File: src/rtl/uart_tx_fifo.sv
// UART transmitter with a small input FIFO, a programmable baud divider,
// optional parity and one or two stop bits. Queued bytes are sent back-to-back.
module uart_tx_fifo #(
  parameter int CLKS_PER_BIT = 1,
  parameter int DATA_BITS    = 8,
  parameter int PARITY       = 0,
  parameter int STOP_BITS    = 1,
  parameter int FIFO_DEPTH   = 4
) (
  input  logic                            clk,
  input  logic                            reset,
  input  logic [DATA_BITS-1:0]            data_in,
  input  logic                            transfer_req,
  output logic                            uart_tx,
  output logic                            transfer_ready,
  output logic                            busy,
  output logic [$clog2(FIFO_DEPTH+1)-1:0] fifo_count
);

  localparam int CW = $clog2(FIFO_DEPTH + 1);
  localparam int PW = $clog2(FIFO_DEPTH);
  localparam int BW = $clog2(CLKS_PER_BIT) + 1;
  localparam int IW = $clog2(DATA_BITS);

  localparam logic [BW-1:0] BAUD_LAST = BW'(CLKS_PER_BIT - 1);
  localparam logic [IW-1:0] DATA_LAST = IW'(DATA_BITS - 1);
  localparam logic [IW-1:0] STOP_LAST = IW'(STOP_BITS - 1);
  localparam logic [CW-1:0] FIFO_FULL = CW'(FIFO_DEPTH);

  typedef enum logic [2:0] {
    IDLE,
    START,
    DATA,
    PAR,
    STOP
  } txState_e;

  txState_e             state_q, state_d;
  logic [BW-1:0]        baudCnt_q, baudCnt_d;
  logic [IW-1:0]        bitIdx_q, bitIdx_d;
  logic [DATA_BITS-1:0] shift_q, shift_d;
  logic                 parity_q, parity_d;
  logic                 tx_q, tx_d;

  logic [DATA_BITS-1:0] mem_q [FIFO_DEPTH];
  logic [PW-1:0]        wrPtr_q, rdPtr_q;
  logic [CW-1:0]        count_q, count_d;
  logic                 ready_q;
  logic                 busy_q;

  logic                 push;
  logic                 pop;
  logic                 bitDone;
  logic                 fifoNotEmpty;
  logic [DATA_BITS-1:0] head;

  assign push         = transfer_req && ready_q;
  assign fifoNotEmpty = (count_q != '0);
  assign head         = mem_q[rdPtr_q];
  assign bitDone      = (baudCnt_q == BAUD_LAST);

  always_comb begin
    count_d = count_q;
    case ({push, pop})
      2'b10:   count_d = count_q + 1'b1;
      2'b01:   count_d = count_q - 1'b1;
      default: count_d = count_q;
    endcase
  end

  // Storage has no reset; the pointers and count define what is valid.
  always_ff @(posedge clk) begin
    if (push) begin
      mem_q[wrPtr_q] <= data_in;
    end
  end

  always_ff @(posedge clk) begin
    if (reset) begin
      wrPtr_q <= '0;
      rdPtr_q <= '0;
      count_q <= '0;
      ready_q <= 1'b1;
      busy_q  <= 1'b0;
    end else begin
      if (push) begin
        wrPtr_q <= wrPtr_q + 1'b1;
      end
      if (pop) begin
        rdPtr_q <= rdPtr_q + 1'b1;
      end
      count_q <= count_d;
      ready_q <= (count_d != FIFO_FULL);
      busy_q  <= (state_d != IDLE) || (count_d != '0);
    end
  end

  always_ff @(posedge clk) begin
    if (reset) begin
      state_q   <= IDLE;
      baudCnt_q <= '0;
      bitIdx_q  <= '0;
      shift_q   <= '0;
      parity_q  <= 1'b0;
      tx_q      <= 1'b1;
    end else begin
      state_q   <= state_d;
      baudCnt_q <= baudCnt_d;
      bitIdx_q  <= bitIdx_d;
      shift_q   <= shift_d;
      parity_q  <= parity_d;
      tx_q      <= tx_d;
    end
  end

  always_comb begin
    state_d = state_q;
    case (state_q)
      IDLE: begin
        if (fifoNotEmpty) begin
          state_d = START;
        end
      end
      START: begin
        if (bitDone) begin
          state_d = DATA;
        end
      end
      DATA: begin
        if (bitDone && (bitIdx_q == DATA_LAST)) begin
          state_d = (PARITY != 0) ? PAR : STOP;
        end
      end
      PAR: begin
        if (bitDone) begin
          state_d = STOP;
        end
      end
      STOP: begin
        if (bitDone && (bitIdx_q == STOP_LAST)) begin
          state_d = fifoNotEmpty ? START : IDLE;
        end
      end
      default: state_d = IDLE;
    endcase
  end

  // Line value is computed one cycle ahead so the pin comes straight from a flop.
  always_comb begin
    pop       = 1'b0;
    tx_d      = tx_q;
    baudCnt_d = bitDone ? '0 : baudCnt_q + 1'b1;
    bitIdx_d  = bitIdx_q;
    shift_d   = shift_q;
    parity_d  = parity_q;
    case (state_q)
      IDLE: begin
        baudCnt_d = '0;
        bitIdx_d  = '0;
        tx_d      = 1'b1;
        if (fifoNotEmpty) begin
          pop      = 1'b1;
          shift_d  = head;
          parity_d = (PARITY == 1) ? ~(^head) : (^head);
          tx_d     = 1'b0;
        end
      end
      START: begin
        if (bitDone) begin
          bitIdx_d = '0;
          tx_d     = shift_q[0];
        end
      end
      DATA: begin
        if (bitDone) begin
          if (bitIdx_q == DATA_LAST) begin
            bitIdx_d = '0;
            tx_d     = (PARITY != 0) ? parity_q : 1'b1;
          end else begin
            bitIdx_d = bitIdx_q + 1'b1;
            tx_d     = shift_q[1];
            shift_d  = shift_q >> 1;
          end
        end
      end
      PAR: begin
        if (bitDone) begin
          bitIdx_d = '0;
          tx_d     = 1'b1;
        end
      end
      STOP: begin
        if (bitDone) begin
          if (bitIdx_q == STOP_LAST) begin
            bitIdx_d = '0;
            if (fifoNotEmpty) begin
              pop      = 1'b1;
              shift_d  = head;
              parity_d = (PARITY == 1) ? ~(^head) : (^head);
              tx_d     = 1'b0;
            end else begin
              tx_d = 1'b1;
            end
          end else begin
            bitIdx_d = bitIdx_q + 1'b1;
          end
        end
      end
      default: begin
        tx_d = 1'b1;
      end
    endcase
  end

  assign uart_tx        = tx_q;
  assign transfer_ready = ready_q;
  assign busy           = busy_q;
  assign fifo_count     = count_q;

endmodule

File: config.mk
export PLATFORM = sky130hd
export DESIGN_NAME = uart_tx_fifo
export DESIGN_NICKNAME = d
export VERILOG_FILES = /design/src/rtl/uart_tx_fifo.sv
export SDC_FILE = /design/constraint.sdc
export NUM_CORES = 1
export LEC_CHECK = 0
export CAP_MARGIN = 20
export CORE_ASPECT_RATIO = 0.6
export CORE_UTILIZATION = 52
export CTS_CLUSTER_DIAMETER = 80
export DETAILED_ROUTE_END_ITERATION = 8
export HOLD_SLACK_MARGIN = 0.02
export PLACE_DENSITY = 0.84
export SLEW_MARGIN = 0
export SYNTH_ARGS = -nofsm -noshare
export SYNTH_HDL_FRONTEND = slang
export SYNTH_SLANG_ARGS = --single-unit
File: constraint.sdc
create_clock -name clk -period 2.95 [get_ports clk]
set_input_delay 0.295 -clock clk [delete_from_list [all_inputs] [get_ports clk]]
set_output_delay 0.295 -clock clk [all_outputs]
set_load 0.005 [all_outputs]
After elaboration in Yosys (flattened, before gate mapping)
Memory sizes are Yosys's and may differ from the RTL's. A register that Yosys moved wholly into a read port is not among the register bits.
Cells that the tools add are included.
{ "totals": {"reg_bits": 25, "mem_bits_rw": 32, "in_bits": 11, "output_inout_bits": 6, "wordCells": 85, "n_memories": 1} }
{ "mem_list": {"columns": ["name", "words", "width", "read_ports", "rd_clocked_by_memory_dff", "wr", "line_no", "text"], "rows": [
  ["mem_q", 4, 8, 1, 1, 1, "45", "logic [DATA_BITS-1:0] mem_q [FIFO_DEPTH];"]
]} }
{ "classes": {"addsub": 6, "eq_ne": 15, "n_mux": 36, "n_bitwise": 1, "reduce_logical": 16} }
{ "op_table": {"columns": ["op", "n"], "rows": [
  ["$mux W8", 5],
  ["$mux W3", 10],
  ["$pmux W8 S3", 1],
  ["$pmux W3 S5", 1],
  ["$ne A2 B2 Y1 const B", 7],
  ["$mux W1", 13],
  ["$pmux W3 S4", 1],
  ["$reduce_bool A3 Y1", 4],
  ["$reduce_and A5 Y1", 2],
  ["$add A3 B1 Y3 const B", 2],
  ["$eq A3 B2 Y1 const B", 2],
  ["$eq A3 B3 Y1 const B", 2],
  ["$logic_not A3 Y1", 2],
  ["$pmux W3 S2", 1],
  ["$pmux W1 S5", 1],
  ["$add A2 B1 Y2 const B", 2],
  ["$mux W2", 2],
  ["$reduce_and A4 Y1", 1],
  ["$reduce_bool A4 Y1", 1],
  ["$eq A3 B1 Y1 const B", 1],
  ["$logic_and A1 B1 Y1", 3],
  ["$ne A3 B3 Y1 const B", 1],
  ["$reduce_or A3 Y1", 1],
  ["$sub A3 B1 Y3 const B", 1],
  ["other kinds (7)", 7]
]} }

Longest topological paths before layout
{ "depth": {"ltp_word": 9, "mapped_depth": 11, "depth_no_buf": 11} }

Worst setup path after synthesis
Ideal clock, no wire load.
{ "synth_path": {"path_type": "register to register", "from": "reg bitIdx_q[0]", "to": "reg busy_q, in the netlist busy", "setup_time_ns": 0.134, "t_arrival_ns": 2.759, "required_time_ns": 2.816, "path_slack_ns": 0.057, "path_stages_with_launch": 12, "n_path_buf": 0, "synth_period_minus_slack_ns": 2.893, "path_cell_list": "dfxtp_1 -> inv_1 -> ha_1 -> or3b_4 -> a211oi_2 -> ha_1 -> inv_1 -> fa_1 -> xor2_1 -> xnor2_1 -> a221oi_1 -> or4_1"} }
{ "synth_between": {"elab_chain_cells": 8, "word_cells_on_any_way": 16, "classes_between": "eq/ne (3); mux (7); reduce/logical (6)"} }
{ "synth_rtl": {"columns": ["element", "line_no", "text"], "rows": [
  ["start: declaration", "40", "logic [IW-1:0] bitIdx_q, bitIdx_d;"],
  ["start signal: assignment", "109", "bitIdx_q <= bitIdx_d;"],
  ["$logic_not A3 Y1 (*)", "194", "if (bitIdx_q == STOP_LAST) begin"],
  ["$mux W1 (*)", "194", null],
  ["$mux W1 (*)", "193", "if (bitDone) begin"],
  ["$pmux W1 S2 (*)", "156", "case (state_q)"],
  ["net pop", "52", "logic pop;"],
  ["$eq A2 B1 Y1 / $eq A2 B2 Y1 (equally long branches)", "64", "case ({push, pop})"],
  ["$pmux W3 S2 (*)", "64", null],
  ["$reduce_bool A3 Y1 (*)", "94", "busy_q <= (state_d != IDLE) || (count_d != '0);"],
  ["$logic_or A1 B1 Y1 (*)", "94", null],
  ["end signal: assignment", "94", null],
  ["end: declaration", "49", "logic busy_q;"]
]} }
Mark *: on every way through the listed nets, which the timed path passes. The rest lies on a longest branch.
A chain may end at the register's enable or synchronous reset.

Final worst setup path
Ends and elaborated chain as after synthesis.

==> flow_summary.yaml <==
worst_setup_path:
  crit_arrival_ps: 3290
  path_class: "reg -> reg"
  cp-end-kind: "flop"
  cpMostUsedCell: "ha_2"
  critPathTopFamily: "simple AND/OR/NAND/NOR gates"
  worst_path_max_delay_cell: "fa_2"
  r2r_cells: 10
  worstPathBufferInverterCount: 2
  crit_start: "bitIdx_q[0]$_SDFFE_PP0P_"
  crit_fanout: 4
  start_kind: "flop"
  crit_chain: "inv_2, ha_2, or3b_4, a211oi_4, ha_2, inv_1, fa_2, nor3b_4, a221oi_2, or4_1"
  critical_path_cell_count: 10
  critPathRequiredTime_ps: 3180
  cpPeakStageDelay_ps: 550
  r2r-start: "bitIdx_q[0]$_SDFFE_PP0P_"
finish:
  post-route-util: 0.656
  syn2layout_area_growth_pct: 18.0
  fillers: 336
  final_cell_area_um2: 3090
  nNetsFinal: 237
  drive_gt1_frac: 0.239
  antenna_cells: 0
clock_tree:
  cts_sinks: 59
  cts-root-buf: "clkbuf_8"
  tritoncts: "yes"
  clock_path_buffers: 2
  holdBufCountCts: 0
  htree_levels: 3
  cts_buffers: 9
  cts.clk_slew.worst_paths_ps: 70
  clock_latency_ps: 350
global_routing:
  grt_pass1_wl_mm: 7.72
  grt_max_degree: 19
  grt-ovfl-total: 0
  grt_pass1_vias: 1491
  grt_use_total: 0.206
  antenna_found_initial: 0
synthesis:
  synth_commonest_cells: "edfxtp_1, dfxtp_1, a21oi_1, nor2_1"
  synth_seq_cells: 59
  synth_edf_count: 32
  yosysMostFrequentCell: "edfxtp_1"
  syn_area_um2: 2620
  synth.net_count: 212
  async_flop_share: 0
  ys_warn_count: 0
  synth.area.top_cells: "edfxtp_1, dfxtp_1, mux4_2"
  syn_area_per_cell_um2: 13.6
  synth_ff_type: "edfxtp_1"
  synth.distinct_cells: 53
  syn-instance-count: 192
  ys_seq_area_frac: 0.574
  yosysTopAreaCell: "edfxtp_1"
  synth_top_area_frac: 0.367
floorplan:
  die_w_um: 93.6
  die_y_um: 57.0
  die_area_um2: 5330
  placementRows: 19
  initial_core_util: 0.556
  core-area_um2: 4710
  ios: 17
power_and_ir_drop:
  power.density_nw_per_um2: 946
  switching_share: 0.336
  leakage_nw: 1.11
  combPwrFrac: 0.357
  seq_power_share: 0.394
  power.share.clock: 0.250
  p_switching_w: 0.000982
  intPower_w: 0.00194
  peakVddDrop_mv: 0.590
sta:
  finalHoldViolations: 0
  clock.fmax_mhz: 326
  grt_setup_unrepaired: "yes"
  fin_tns_setup_ps: -130
  fin_crit_ps: 3070
  worstMarginPinSlew_ps: 624
  slew_headroom: 0.583
  setup_viol: 2
  timing.final.crit_share: 1.04
  drv_slew: 0
  fin_skew_ps: 7.11
  setup_ws_ps: -118
routing:
  viasPerCell: 5.62
  vias: 1603
  wl_per_cell_um: 17.7
  routed_wl_mm: 5.03
  drc: 0
  first_iter_violations: 130
  drt_pass1_iterations: 4
  ant_nets: 0
placed_design:
  gp_congestion: 0.780
  dp_hpwl_mm: 3.19
  io_buffer_count: 16
  dpl_cell_area_um2: 2820
flow_run:
  cap_violations: 0
min_path:
  min_delay_path_depth: 2
  min_from: "bitIdx_q[0]$_SDFFE_PP0P_"
  min_path_type: "reg -> reg"
run_status:
  violations: "negative setup slack"
  status: "complete, but fails checks"
power groups by stage:
| stage | Clock [W] | Sequential (W) | Combinational [W] |
|---|---|---|---|
| after global routing | 0.000773 | 0.00117 | 0.00112 |
| after global placement | 0 | 0.00116 | 0.000871 |
| after CTS | 0.000739 | 0.00115 | 0.000936 |
| after detailed placement | 0 | 0.00116 | 0.000894 |
| after floorplan | 0 | 0.00110 | 0.000756 |
| final | 0.000730 | 0.00115 | 0.00104 |
stage by stage:
stage / worst slack (ps) / total power, W / cells / hold WS [ps]
2_1_floorplan: 56.6 / 0.00185 / 192 / 371
3_3_place_gp: 76.4 / 0.00203 / 265 / 463
3_5_place_dp: -106 / 0.00206 / 265 / 483
4_1_cts: 5.47 / 0.00282 / 282 / 492
5_1_grt: -201 / 0.00307 / 285 / 520
6_report: -118 / 0.00292 / 285 / 487
timing repair:
action | 4_1_cts | 5_1_grt
pin swaps | 2 | 6
endpoints found under the setup margin | 1 | 2
gates cloned | 0 | 0
setup buffers | 1 | 3
gates resized for setup | 4 | 9
cell usage in the layout, fill, tap and decap left out, types with 5 or more instances in the layout:
cell	count
mux2i_1	7
nor2_1	10
dfxtp_1	25
ha_1	6
mux4_2	8
and3_1	5
inv_1	7
edfxtp_1	32
buf_4	9
a21oi_1	15
a311oi_1	5
clkbuf_8	9
clkdlybuf4s50_1	16
per-layer routing:
metal  part of all wire  routed length [µm]  vias up  global-route usage
li1                   -                   -      781                   -
met1               0.49                2480      757               0.298
met2               0.42                2120       50               0.279
met3              0.062                 314       15              0.0653
met4              0.023                 115        0               0.105
met5                  0                   0        -                   0
flip-flops by register name, summed over array words and instances (netlist names), named ones only:
signal and cells:
baudCnt_q 1, bitIdx_q 3, busy 1, fifo_count 3, mem_q 32, rdPtr_q 2
shift_q 8, state_q 3, transfer_ready 1, uart_tx 1, wrPtr_q 2
path summary, 6_finish.rpt:
path	to	slack, ps
setup / recovery	busy$_SDFF_PP0_	-120
hold / removal	bitIdx_q[0]$_SDFFE_PP0P_	490
setup reg to reg	busy$_SDFF_PP0_	-120
hold reg to reg	bitIdx_q[0]$_SDFFE_PP0P_	490
tightest hold or removal path, cell delays in order (launching register included):
cell     delay (ps)
dfxtp_2         340
nand2_1          50
a21oi_1          60
cells by family after synthesis:
logic type | after synthesis | synth area share
buf+inv | 19 | 0.0416
compound gates | 40 | 0.120
xor+xnor | 5 | 0.0167
fa+ha+maj | 10 | 0.0497
mux | 15 | 0.0956
other cells | 1 | 0.00143
flops | 59 | 0.574
simple gates | 43 | 0.101
layout make-up:
type	count	area [µm²]	area share
clock buffers	10	128	0.0413
clock inverters	6	66.3	0.0215
inverters	8	30.0	0.00972
multi-input cells	114	1050	0.341
flip-flops and latches	59	1500	0.487
well taps	63	78.8	0.0255
repair buffers	25	228	0.0737
Note: power is estimated with default switching activity, not from simulation.
